File: src/rtl/mod.sv
// Modulo-MODULUS up/down counter with synchronous load and a terminal-count wrap pulse.
// Optional: define MOD_WRAPS_EN to add the saturating 8-bit wrap counter output 'wraps'.
module mod #(
  parameter int MODULUS = 42,
  localparam int W = $clog2(MODULUS)
) (
  input  logic         clk,
  input  logic         rst,
  input  logic         en,
  input  logic         up,
  input  logic         load,
  input  logic [W-1:0] load_val,
`ifdef MOD_WRAPS_EN
  output logic [7:0]   wraps,
`endif
  output logic [W-1:0] count,
  output logic         tc
);

  localparam logic [W-1:0] MAX_VAL  = W'(MODULUS - 1);
  localparam logic [W:0]   MOD_WIDE = (W + 1)'(MODULUS);

  logic [W-1:0] count_reg, count_next;
  logic         tc_reg, tc_next;
  logic [W-1:0] load_clamped;

  // Compare one bit wider so MODULUS == 2^W cannot alias to zero.
  always_comb begin
    load_clamped = load_val;
    if ({1'b0, load_val} >= MOD_WIDE) begin
      load_clamped = MAX_VAL;
    end
  end

  always_comb begin
    count_next = count_reg;
    tc_next    = 1'b0;
    if (load) begin
      count_next = load_clamped;
    end else if (en) begin
      if (up) begin
        if (count_reg == MAX_VAL) begin
          count_next = '0;
          tc_next    = 1'b1;
        end else begin
          count_next = count_reg + W'(1);
        end
      end else begin
        if (count_reg == '0) begin
          count_next = MAX_VAL;
          tc_next    = 1'b1;
        end else begin
          count_next = count_reg - W'(1);
        end
      end
    end
  end

  always_ff @(posedge clk) begin
    if (rst) begin
      count_reg <= '0;
      tc_reg    <= 1'b0;
    end else begin
      count_reg <= count_next;
      tc_reg    <= tc_next;
    end
  end

  assign count = count_reg;
  assign tc    = tc_reg;

`ifdef MOD_WRAPS_EN
  logic [7:0] wraps_reg, wraps_next;

  // Bumped on the same edge that raises tc, so wraps always includes the pulse being shown.
  always_comb begin
    wraps_next = wraps_reg;
    if (tc_next && (wraps_reg != 8'hFF)) begin
      wraps_next = wraps_reg + 8'd1;
    end
  end

  always_ff @(posedge clk) begin
    if (rst) begin
      wraps_reg <= '0;
    end else begin
      wraps_reg <= wraps_next;
    end
  end

  assign wraps = wraps_reg;
`endif

endmodule

File: config.mk
export PLATFORM = sky130hd
export DESIGN_NAME = mod
export DESIGN_NICKNAME = d
export VERILOG_FILES = /design/src/rtl/mod.sv
export SDC_FILE = /design/constraint.sdc
export NUM_CORES = 1
export LEC_CHECK = 0
export ABC_AREA = 1
export CAP_MARGIN = 20
export CORE_MARGIN = 1.5
export CORE_UTILIZATION = 45
export CTS_BUF_LIST = sky130_fd_sc_hd__clkbuf_4 sky130_fd_sc_hd__clkbuf_8
export DETAILED_ROUTE_END_ITERATION = 16
export GPL_ROUTABILITY_DRIVEN = 1
export PLACE_DENSITY = 0.75
export RECOVER_POWER = 25
export SLEW_MARGIN = 5
export SYNTH_ARGS = -nofsm -noshare
export SYNTH_HDL_FRONTEND = slang
export SYNTH_SLANG_ARGS = --single-unit
File: constraint.sdc
create_clock -name clk -period 2.6 [get_ports clk]
set_input_delay 0.52 -clock clk [delete_from_list [all_inputs] [get_ports clk]]
set_output_delay 0.52 -clock clk [all_outputs]
set_load 0.02 [all_outputs]
* Word-level counts from Yosys, hierarchy flattened
Index checks and enable logic that the tools add are counted.
** Storage, ports and cells
- Register bits after elaboration :: 7
- Output and inout bits :: 7
- Logic and storage cells :: 19
** Cells by class
- Add/subtract/negate cells :: 2
- Order comparisons :: 1
- Equal/unequal tests :: 1
- Mux-type cells :: 9
- Bitwise gates (word level) :: 1
- Reduce and logical (&&, ||, !) cells :: 3
** Operator list (number)
- two-way mux 6 bit :: 6
- adder 6 x 1 -> 6 bit (second input constant) :: 1
- equality test 6 bit (second input constant) :: 1
- >= comparator 6 bit (second input constant) :: 1
- logical NOT 6 bit :: 1
- subtractor 6 x 1 -> 6 bit (second input constant) :: 1
- two-way mux 1 bit :: 3
- OR reduction 3 bit :: 1
- nonzero test 2 bit :: 1
- NOT 1 bit :: 1

* Depth between registers and ports, before layout
Gate-level depths: netlist of the first run.
- Depth after elaboration :: 5
- Gate-level depth with buffers :: 9

* Worst setup path after synthesis of the first run
No wires, ideal clock.
- Path type :: register to register
- Start :: register count_reg[0], in the netlist count[0]
- End :: register count_reg[4], in the netlist count[4]
- Setup time :: 0.070 ns
- Arrival time :: 1.377 ns
- Path slack :: 1.153 ns
- Cell stages (with the launch flop) :: 9
- Path buffers :: 0
- Cell sequence :: dfxtp_1 inv_1 ha_1 nand2_1 xor2_1 nand2_1 o21ai_1 nand2_1 a21oi_1
** On the way
- Cells in the longest elaborated chain, start to end :: 5
- Elaborated cells between the ends (all ways) :: 9
- Classes of those cells :: 2 x add/sub; 1 x eq/ne; 5 x mux; 1 x reduce/logical
** Ends and longest elaborated chain
- start, declared :: line 23 : logic [W-1:0] count_reg, count_next;
- start signal, assigned :: line 64 : count_reg <= count_next;
- subtractor 6 x 1 -> 6 bit, or another cell as far along :: line 53 : count_next = count_reg - W'(1);
- two-way mux 6 bit (on tied branches) :: line 49, 42
- two-way mux 6 bit * :: line 41 : if (up) begin
- two-way mux 6 bit * :: line 40 : end else if (en) begin
- two-way mux 6 bit * :: line 38 : if (load) begin
Every way passes the cells marked *; elsewhere a longest branch is shown, timed or not. The select of a mux whose other input is x is not followed.
A chain may end at the register's enable or synchronous reset.

* Final worst setup path of the first run
- Start :: register count_reg[2], in the netlist count[2]
- End :: output port count[2]
** RTL lines
- end, declared :: line 16 : output logic [W-1:0] count,
No word-level cell between the ends.

==> results.json, run 1 <==
{
  "status": "finished, final reports clean",
  "syn_area_um2": 677,
  "core_area_um2": 1350,
  "grt_pass1_vias": 684,
  "crit_type": "register to output port",
  "crit_chain": "clkdlybuf4s50_1",
  "routed_wl_mm": 1.61,
  "cts_buffers": 3,
  "cts_tree": "built",
  "cp_num_buf_inv": 1,
  "power_mw": 0.385,
  "seq_area_um2": 140,
  "ant_nets": 0,
  "use_met2_pct": 33.4,
  "first_iter_violations": 18,
  "row_count": 13,
  "period_share_pct": 81.0,
  "cts_max_level": 1,
  "ir_drop_v": 0.000335,
  "yosysSeqAreaShare_pct": 20.7,
  "finalHoldViolations": 0,
  "vias_per_cell": 5.24,
  "grt_util_met3_pct": 4.78,
  "finalSetupTns_ns": 0,
  "clk_pin_slew_ns": 0.05,
  "cp-start-kind": "register",
  "grt_pass1_wl_mm": 2.81,
  "grt_use_total_pct": 20.5,
  "cp-end-kind": "output port",
  "io_buffers": 17,
  "syn-instance-count": 105,
  "worst_pin_slew_ns": 0.508,
  "dpl.hpwl_mm": 1.27,
  "area_delta_synth_final_pct": 27.9,
  "min_path_type": "register to register",
  "cts_resized": 0,
  "fill_cells": 140,
  "finalNetCount": 140,
  "cap_violations": 0,
  "largest_register_ffs": 6,
  "power_leakage_nw": 0.385,
  "grt_max_degree": 10,
  "post_cts_buffers": 0,
  "insertion_delay_ns": 0.25,
  "worstPathArrival_ns": 1.59,
  "die_w_um": 41.8,
  "antennaDiodeCount": 0,
  "synth_cell_types": 22,
  "initial_core_util_pct": 50.1,
  "cts_num_sinks": 7,
  "final_cell_mix": "24 x nand2_1, 16 x clkdlybuf4s50_1, 15 x nor2_1",
  "syn_avg_cell_area_um2": 6.45,
  "overflow": 0,
  "setup_violations": 0,
  "num_io_pins": 18,
  "dieArea_um2": 1750,
  "critPathSlowestCell": "clkdlybuf4s50_1",
  "clockRootBuffer": "clkbuf_4",
  "multi_input_area_um2": 454,
  "synth_nets": 120,
  "final_common_cell": "nand2_1",
  "antenna_found_initial": 0,
  "ys_warn_count": 0,
  "drv_slew": 0,
  "rsz0062_at_grt": "no",
  "critPathRequiredTime_ns": 2.08,
  "drc": 0,
  "die_y_um": 41.8,
  "clock_path_buffers": 2,
  "synth_seq_cells": 7,
  "drive_above_1_share_pct": 12.9,
  "worst-path-max-fanout": 9,
  "ctsHoldBuffers": 0,
  "dr_total_vias": 729,
  "min_period_ns": 2.11,
  "grt_busiest_layer": "met2",
  "finClkSkew_ns": 0.000691,
  "fmax_ghz": 0.475,
  "use_met1_pct": 26.4,
  "wl_per_cell_um": 11.6,
  "pwr_density_cell_nw_per_um2": 445,
  "max_stage_delay_ns": 0.70,
  "critical-path-top-delay-family": "buffers and inverters",
  "slew_headroom_pct": 66.1,
  "gp_congestion": 0.918,
  "first_pass_iters": 4
}
path summary, 6_finish.rpt:
kind              slack [ns]               endpoint                  start  depth (start not counted)
setup / recovery        0.49               count[2]  count[2]$_SDFFE_PP0P_                          1
hold / removal          0.62  count[5]$_SDFFE_PP0P_  count[5]$_SDFFE_PP0P_                          2
setup reg to reg        1.02  count[3]$_SDFFE_PP0P_  count[0]$_SDFFE_PP0P_                          8
hold reg to reg         0.62  count[5]$_SDFFE_PP0P_  count[5]$_SDFFE_PP0P_                          2
area by class of cell:
type	count	share of cell area [%]
clock buffer	4	3.47
timing repair buffer	17	19.7
multi-input combinational	82	52.5
sequential	7	16.2
inverter	14	6.07
tap	15	2.17
kinds of logic (layout without fill, tap and decap cells):
group                      count (synthesis)  after routing  synth area share (%)
and+or+nand+nor                           55             55                  38.1
buffers and inverters                     16             35                  11.1
xor gates and xnor gates                   5              5                  6.47
adders and majority gates                  4              4                  7.39
DFF                                        7              7                  20.7
AOI/OAI and AO/OA                         18             18                  16.3
routing by layer:
| metal | wire, um | up-vias |
|---|---|---|
| li1 | - | 375 |
| met1 | 747 | 319 |
| met2 | 753 | 33 |
| met3 | 102 | 2 |
| met4 | 6 | 0 |
| met5 | 0 | - |
power by group:
group / internal, mW / switching, mW / total [mW]
sequential: 0.116 / 0.0219 / 0.138
combinational: 0.0637 / 0.0741 / 0.138
clock: 0.0690 / 0.0402 / 0.109
total: 0.249 / 0.136 / 0.385
synth_stat cells:
master / n / area (um2)
nor2_2: 2 / 12.5
buf_6: 2 / 22.5
nand4_1: 1 / 6.26
nand2_2: 2 / 12.5
inv_1: 10 / 37.5
dfxtp_1: 7 / 140
ha_1: 4 / 50.1
nand2_1: 23 / 86.3
a21oi_1: 4 / 20.0
o21ai_1: 2 / 10.0
nor2_1: 15 / 56.3
a21oi_2: 2 / 17.5
nand3_1: 7 / 35.0
inv_2: 4 / 15.0
a211oi_1: 1 / 7.51
o211ai_1: 1 / 7.51
o21bai_1: 3 / 22.5
o21ai_0: 5 / 25.0
nand3_2: 2 / 20.0
nor4_1: 1 / 6.26
nor2_4: 2 / 22.5
xor2_1: 5 / 43.8
worst reg2reg max path: cells and delay by family, from the launching register on:
kind / cells / cell delay (ns)
flops: 1 / 0.46
simple gates: 5 / 0.54
buf+inv: 1 / 0.18
fa+ha+maj: 1 / 0.23
compound gates: 1 / 0.05
metrics by stage:
stage	util, %	std cells	hold slack [ns]	area [um2]	worst slack [ns]
finish	64.1	139	0.619	866	0.494
global route	64.1	139	0.665	866	0.433
CTS	64.7	139	0.618	873	0.477
detailed placement	62.5	135	0.613	843	0.752
global placement	62.5	135	0.612	843	0.772
floorplan	-	105	0.582	677	1.15
Power figures use the tool's default switching activity.
==> run 2, diff against run 1 <==
Clock period 2.6 ns to 2.2 ns, I/O delays scaled along.
==> results.json, run 2 (synthesis results as in run 1) <==
{
  "critPathRequiredTime_ns": 1.76,
  "ctsHoldBuffers": 0,
  "cts_num_sinks": 7,
  "setup_violations": 0,
  "die_w_um": 41.8,
  "cts_resized": 0,
  "die_y_um": 41.8,
  "power_leakage_nw": 0.389,
  "r2r_start": "count[1]$_SDFFE_PP0P_",
  "clock_path_buffers": 2,
  "grt_use_total_pct": 21.3,
  "drc": 0,
  "multi_input_area_um2": 447,
  "grt_pass1_vias": 720,
  "worstHoldEndpoint": "count[5]$_SDFFE_PP0P_",
  "num_io_pins": 18,
  "reg2reg_to": "count[5]$_SDFFE_PP0P_",
  "cts_max_level": 1,
  "seqPwrFrac_pct": 35.3,
  "clockRootBuffer": "clkbuf_4",
  "fill_cells": 142,
  "dp_slack_ns": 0.455,
  "overflow": 0,
  "min_path_cells": 2,
  "combinationalPowerShare_pct": 37.7,
  "dpl.hpwl_mm": 1.30,
  "worst-path-max-fanout": 9,
  "cts_tree": "built",
  "antenna_found_initial": 0,
  "area_delta_synth_final_pct": 27.5,
  "cts_buffers": 3,
  "max_stage_delay_ns": 0.67,
  "grt_pass1_wl_mm": 2.97,
  "ir_drop_v": 0.000357,
  "fmax_ghz": 0.531,
  "final_common_cell": "nand2_1",
  "critical-path-top-delay-family": "buffers and inverters",
  "cp_num_buf_inv": 1,
  "crit_type": "register to output port",
  "rrSetupSlack_ns": 0.49,
  "gp_congestion": 0.958,
  "seq_area_um2": 140,
  "p_int_mw": 0.280,
  "antennaDiodeCount": 0,
  "drv_slew": 0,
  "worst_pin_slew_ns": 0.377,
  "crit_chain": "clkdlybuf4s50_1",
  "worstRegToRegCells": 9,
  "hold_start": "count[5]$_SDFFE_PP0P_",
  "final_util_pct": 63.9,
  "post_cts_buffers": 0,
  "worstPathArrival_ns": 1.44,
  "swShare_pct": 37.0,
  "clk_pin_slew_ns": 0.05,
  "finalSetupTns_ns": 0,
  "vias_per_cell": 5.29,
  "min_path_type": "register to register",
  "drive_above_1_share_pct": 12.8,
  "finalNetCount": 141,
  "final_cell_mix": "23 x nand2_1, 17 x nor2_1, 17 x clkdlybuf4s50_1",
  "pwr_density_cell_nw_per_um2": 516,
  "dieArea_um2": 1750,
  "crit_cells": 1,
  "cp-start-kind": "register",
  "initial_core_util_pct": 50.1,
  "wl_per_cell_um": 11.5,
  "period_share_pct": 85.6,
  "critPathSlowestCell": "clkdlybuf4s50_1",
  "cp-end-kind": "output port",
  "first_iter_violations": 25,
  "status": "finished, final reports clean",
  "dr_total_vias": 740,
  "finalHoldViolations": 0,
  "rsz0062_at_grt": "no",
  "grt_max_degree": 10,
  "ant_nets": 0,
  "routed_wl_mm": 1.60,
  "cap_violations": 0,
  "power.share.clock_pct": 27.0,
  "finClkSkew_ns": 0.00984,
  "switchingPower_mw": 0.165,
  "first_pass_iters": 4,
  "setup_slack_ns": 0.316,
  "io_buffers": 17,
  "min_period_ns": 1.88,
  "slew_headroom_pct": 74.8,
  "largest_register_ffs": 6,
  "row_count": 13,
  "insertion_delay_ns": 0.26,
  "core_area_um2": 1350
}
## run 2: how the worst max path moves through the flow
stage | slack [ns] | endpoint | startpoint
after global routing | 0.27 | count[4] | count[4]$_SDFFE_PP0P_
after floorplan | 0.75 | count[4]$_SDFFE_PP0P_ | count[0]$_SDFFE_PP0P_
final | 0.32 | count[3] | count[3]$_SDFFE_PP0P_
after global placement | 0.43 | count[3]$_SDFFE_PP0P_ | load
after detailed placement | 0.46 | count[3]$_SDFFE_PP0P_ | load
after CTS | 0.31 | count[3] | count[3]$_SDFFE_PP0P_
## run 2: stage by stage
stage | instances | power, mW | cell area, um2 | hold slack (ns)
after floorplan | 105 | 0.273 | 677 | 0.502
after global placement | 136 | 0.328 | 851 | 0.572
after detailed placement | 136 | 0.331 | 851 | 0.582
after CTS | 140 | 0.451 | 878 | 0.590
after global routing | 140 | 0.477 | 863 | 0.625
final | 140 | 0.445 | 863 | 0.592
## run 2: layer usage
metal	vias up	global-route usage (%)	wire length, um
li1	376	-	-
met1	344	28.0	779
met2	20	36.3	763
met3	0	3.91	61
met4	0	3.87	0
met5	-	0	0
## run 2: cell type report
type                            instances  share of cell area (%)
Clock buffer                            3                    2.61
Clock inverter                          1                   0.580
Inverter                               14                    6.09
Multi-Input combinational cell         82                    51.7
Sequential cell                         7                    16.2
Tap cell                               15                    2.17
Timing Repair Buffer                   18                    20.6
## run 2: power by group through the flow
stage	clock network [mW]	registers [mW]	logic [mW]
floorplan	0	0.164	0.108
global placement	0	0.160	0.168
detailed placement	0	0.160	0.171
CTS	0.122	0.157	0.172
global route	0.127	0.160	0.190
finish	0.120	0.157	0.168
==> run 3, diff against run 2 <==
Settings changed: ABC_AREA 1 to default.
==> results.json, run 3 <==
{
  "row_count": 14,
  "largest_register_ffs": 6,
  "cp_num_buf_inv": 1,
  "ys_warn_count": 0,
  "synth.top_cells.by_count": "8 x inv_1, 7 x dfxtp_1",
  "grt_pass1_vias": 673,
  "io_buffers": 17,
  "yosysMostFrequentCell": "inv_1",
  "synth_cell_types": 44,
  "min_path_type": "register to register",
  "status": "finished, final reports clean",
  "reg2reg_to": "count[1]$_SDFFE_PP0P_",
  "cts_buffers": 3,
  "overflow": 0,
  "syn-instance-count": 89,
  "drv_slew": 0,
  "min_period_ns": 2.01,
  "worstPathArrival_ns": 1.57,
  "worstRegToRegCells": 6,
  "dpl.hpwl_mm": 1.33,
  "cts_max_level": 1,
  "routed_wl_mm": 1.83,
  "area_delta_synth_final_pct": 29.2,
  "r2r_start": "count[1]$_SDFFE_PP0P_",
  "final_util_pct": 61.4,
  "setup_violations": 0,
  "syn_area_um2": 699,
  "cp-start-kind": "register",
  "critPathRequiredTime_ns": 1.76,
  "critical-path-top-delay-family": "buffers and inverters",
  "core_area_um2": 1470,
  "yosysSeqAreaShare_pct": 20.0,
  "worst_pin_slew_ns": 0.455,
  "period_share_pct": 91.2,
  "crit_cells": 1,
  "fin_cells": 123,
  "dr_total_vias": 756,
  "rrSetupSlack_ns": 0.40,
  "drive_above_1_share_pct": 10.3,
  "swShare_pct": 36.3,
  "drc": 0,
  "power.share.clock_pct": 29.6,
  "final_common_cell": "clkdlybuf4s50_1",
  "first_iter_violations": 34,
  "cap_violations": 0,
  "grt_use_total_pct": 22.4,
  "combinationalPowerShare_pct": 36.1,
  "insertion_delay_ns": 0.27,
  "synth_area_leader_cell": "dfxtp_1",
  "power_leakage_nw": 0.344,
  "finalSetupTns_ns": 0,
  "grt_pass1_wl_mm": 3.06,
  "ir_drop_v": 0.000254,
  "die_y_um": 42.4,
  "num_io_pins": 18,
  "dieArea_um2": 1800,
  "synth_nets": 104,
  "power_mw": 0.483,
  "syn_avg_cell_area_um2": 7.86,
  "min_path_cells": 1,
  "crit_type": "register to output port",
  "async_flop_share_pct": 0,
  "cts_tree": "built",
  "clockRootBuffer": "clkbuf_4",
  "post_cts_buffers": 0,
  "seqPwrFrac_pct": 34.3,
  "ys_top_cells_by_area": "dfxtp_1 20%, ha_1 7.2%, inv_1 4.3%",
  "clock_path_buffers": 2,
  "antenna_found_initial": 0,
  "grt_max_degree": 14,
  "clk_pin_slew_ns": 0.06,
  "slew_headroom_pct": 69.6,
  "first_pass_iters": 4,
  "p_int_mw": 0.307,
  "wl_per_cell_um": 14.8,
  "fmax_ghz": 0.499,
  "die_w_um": 42.4,
  "critPathSlowestCell": "clkdlybuf4s50_1",
  "finalHoldViolations": 0,
  "antennaDiodeCount": 0,
  "pwr_density_cell_nw_per_um2": 534,
  "synth_flop_cell": "dfxtp_1",
  "synth_top_area_share_pct": 20.0,
  "initial_core_util_pct": 47.5,
  "switchingPower_mw": 0.175,
  "worstHoldEndpoint": "count[3]$_SDFFE_PP0P_",
  "gp_congestion": 0.841,
  "cp-end-kind": "output port",
  "ctsHoldBuffers": 0,
  "synth_edf_count": 0,
  "vias_per_cell": 6.15,
  "hold_start": "count[3]$_SDFFE_PP0P_",
  "dp.cells": 119,
  "worst-path-max-fanout": 13,
  "crit_chain": "clkdlybuf4s50_1",
  "rsz0062_at_grt": "no",
  "final_cell_mix": "16 x clkdlybuf4s50_1, 8 x inv_1, 7 x dfxtp_1",
  "cts_num_sinks": 7,
  "cts_resized": 0,
  "max_stage_delay_ns": 0.69,
  "finClkSkew_ns": 0.00705,
  "ant_nets": 0,
  "finalNetCount": 123,
  "synth_seq_cells": 7
}
[run 3: cell types whose count changed in the layout (fill, tap and decap cells not counted), moves of 3 or more]
| cell | before | now |
|---|---|---|
| nand2_1 | 23 | 3 |
| nor2_1 | 17 | 3 |
| nand3_1 | 8 | 2 |
| o31ai_1 | 0 | 5 |
| inv_2 | 4 | 0 |
| nor3_1 | 0 | 4 |
| buf_4 | 1 | 4 |
| nand2b_1 | 0 | 3 |
| xor2_1 | 5 | 2 |
[run 3: layout make-up]
type	instances	area (um2)
Fill cell	147	568
Multi-Input combinational cell	67	483
Timing Repair Buffer	21	200
Sequential cell	7	140
Clock buffer	4	30.0
Inverter	8	30.0
Tap cell	16	20.0
[run 3: per-stage QoR]
step / hold WS (ns) / setup WS [ns] / area, um2
global route: 0.757 / 0.132 / 903
floorplan: 0.600 / 0.516 / 699
CTS: 0.729 / 0.208 / 908
finish: 0.742 / 0.195 / 903
global placement: 0.722 / 0.356 / 878
detailed placement: 0.721 / 0.311 / 878
[run 3: power by group through the flow]
stage / registers, mW / clock network [mW] / logic, mW
global route: 0.167 / 0.147 / 0.189
global placement: 0.167 / 0 / 0.172
floorplan: 0.166 / 0 / 0.110
CTS: 0.164 / 0.144 / 0.174
detailed placement: 0.167 / 0 / 0.173
finish: 0.165 / 0.143 / 0.174
[run 3: worst max path at each step]
stage	slack [ns]	startpoint	endpoint
floorplan	0.52	count[0]$_SDFFE_PP0P_	count[1]$_SDFFE_PP0P_
global placement	0.36	load	count[0]$_SDFFE_PP0P_
detailed placement	0.31	load	count[0]$_SDFFE_PP0P_
CTS	0.21	count[2]$_SDFFE_PP0P_	count[2]
global route	0.13	count[2]$_SDFFE_PP0P_	count[2]
finish	0.19	count[2]$_SDFFE_PP0P_	count[2]
[run 3: routing by layer]
| layer | global-route usage (%) | vias up | wire (um) | share of wire [%] |
|---|---|---|---|---|
| li1 | - | 375 | - | - |
| met1 | 29.2 | 327 | 778 | 43 |
| met2 | 36.6 | 49 | 837 | 46 |
| met3 | 2.59 | 5 | 171 | 9.4 |
| met4 | 10.6 | 0 | 38 | 2.1 |
| met5 | 0 | - | 0 | 0 |
[run 3: cell families after synthesis]
group | count (synthesis) | share of synthesized area [%]
multiplexers | 1 | 1.43
adder cells (fa/ha/maj) | 4 | 7.16
AO/OA/AOI/OAI | 32 | 34.3
XOR/XNOR | 3 | 3.76
buffers and inverters | 15 | 10.2
AND/OR/NAND/NOR | 27 | 23.1
flip-flops | 7 | 20.0
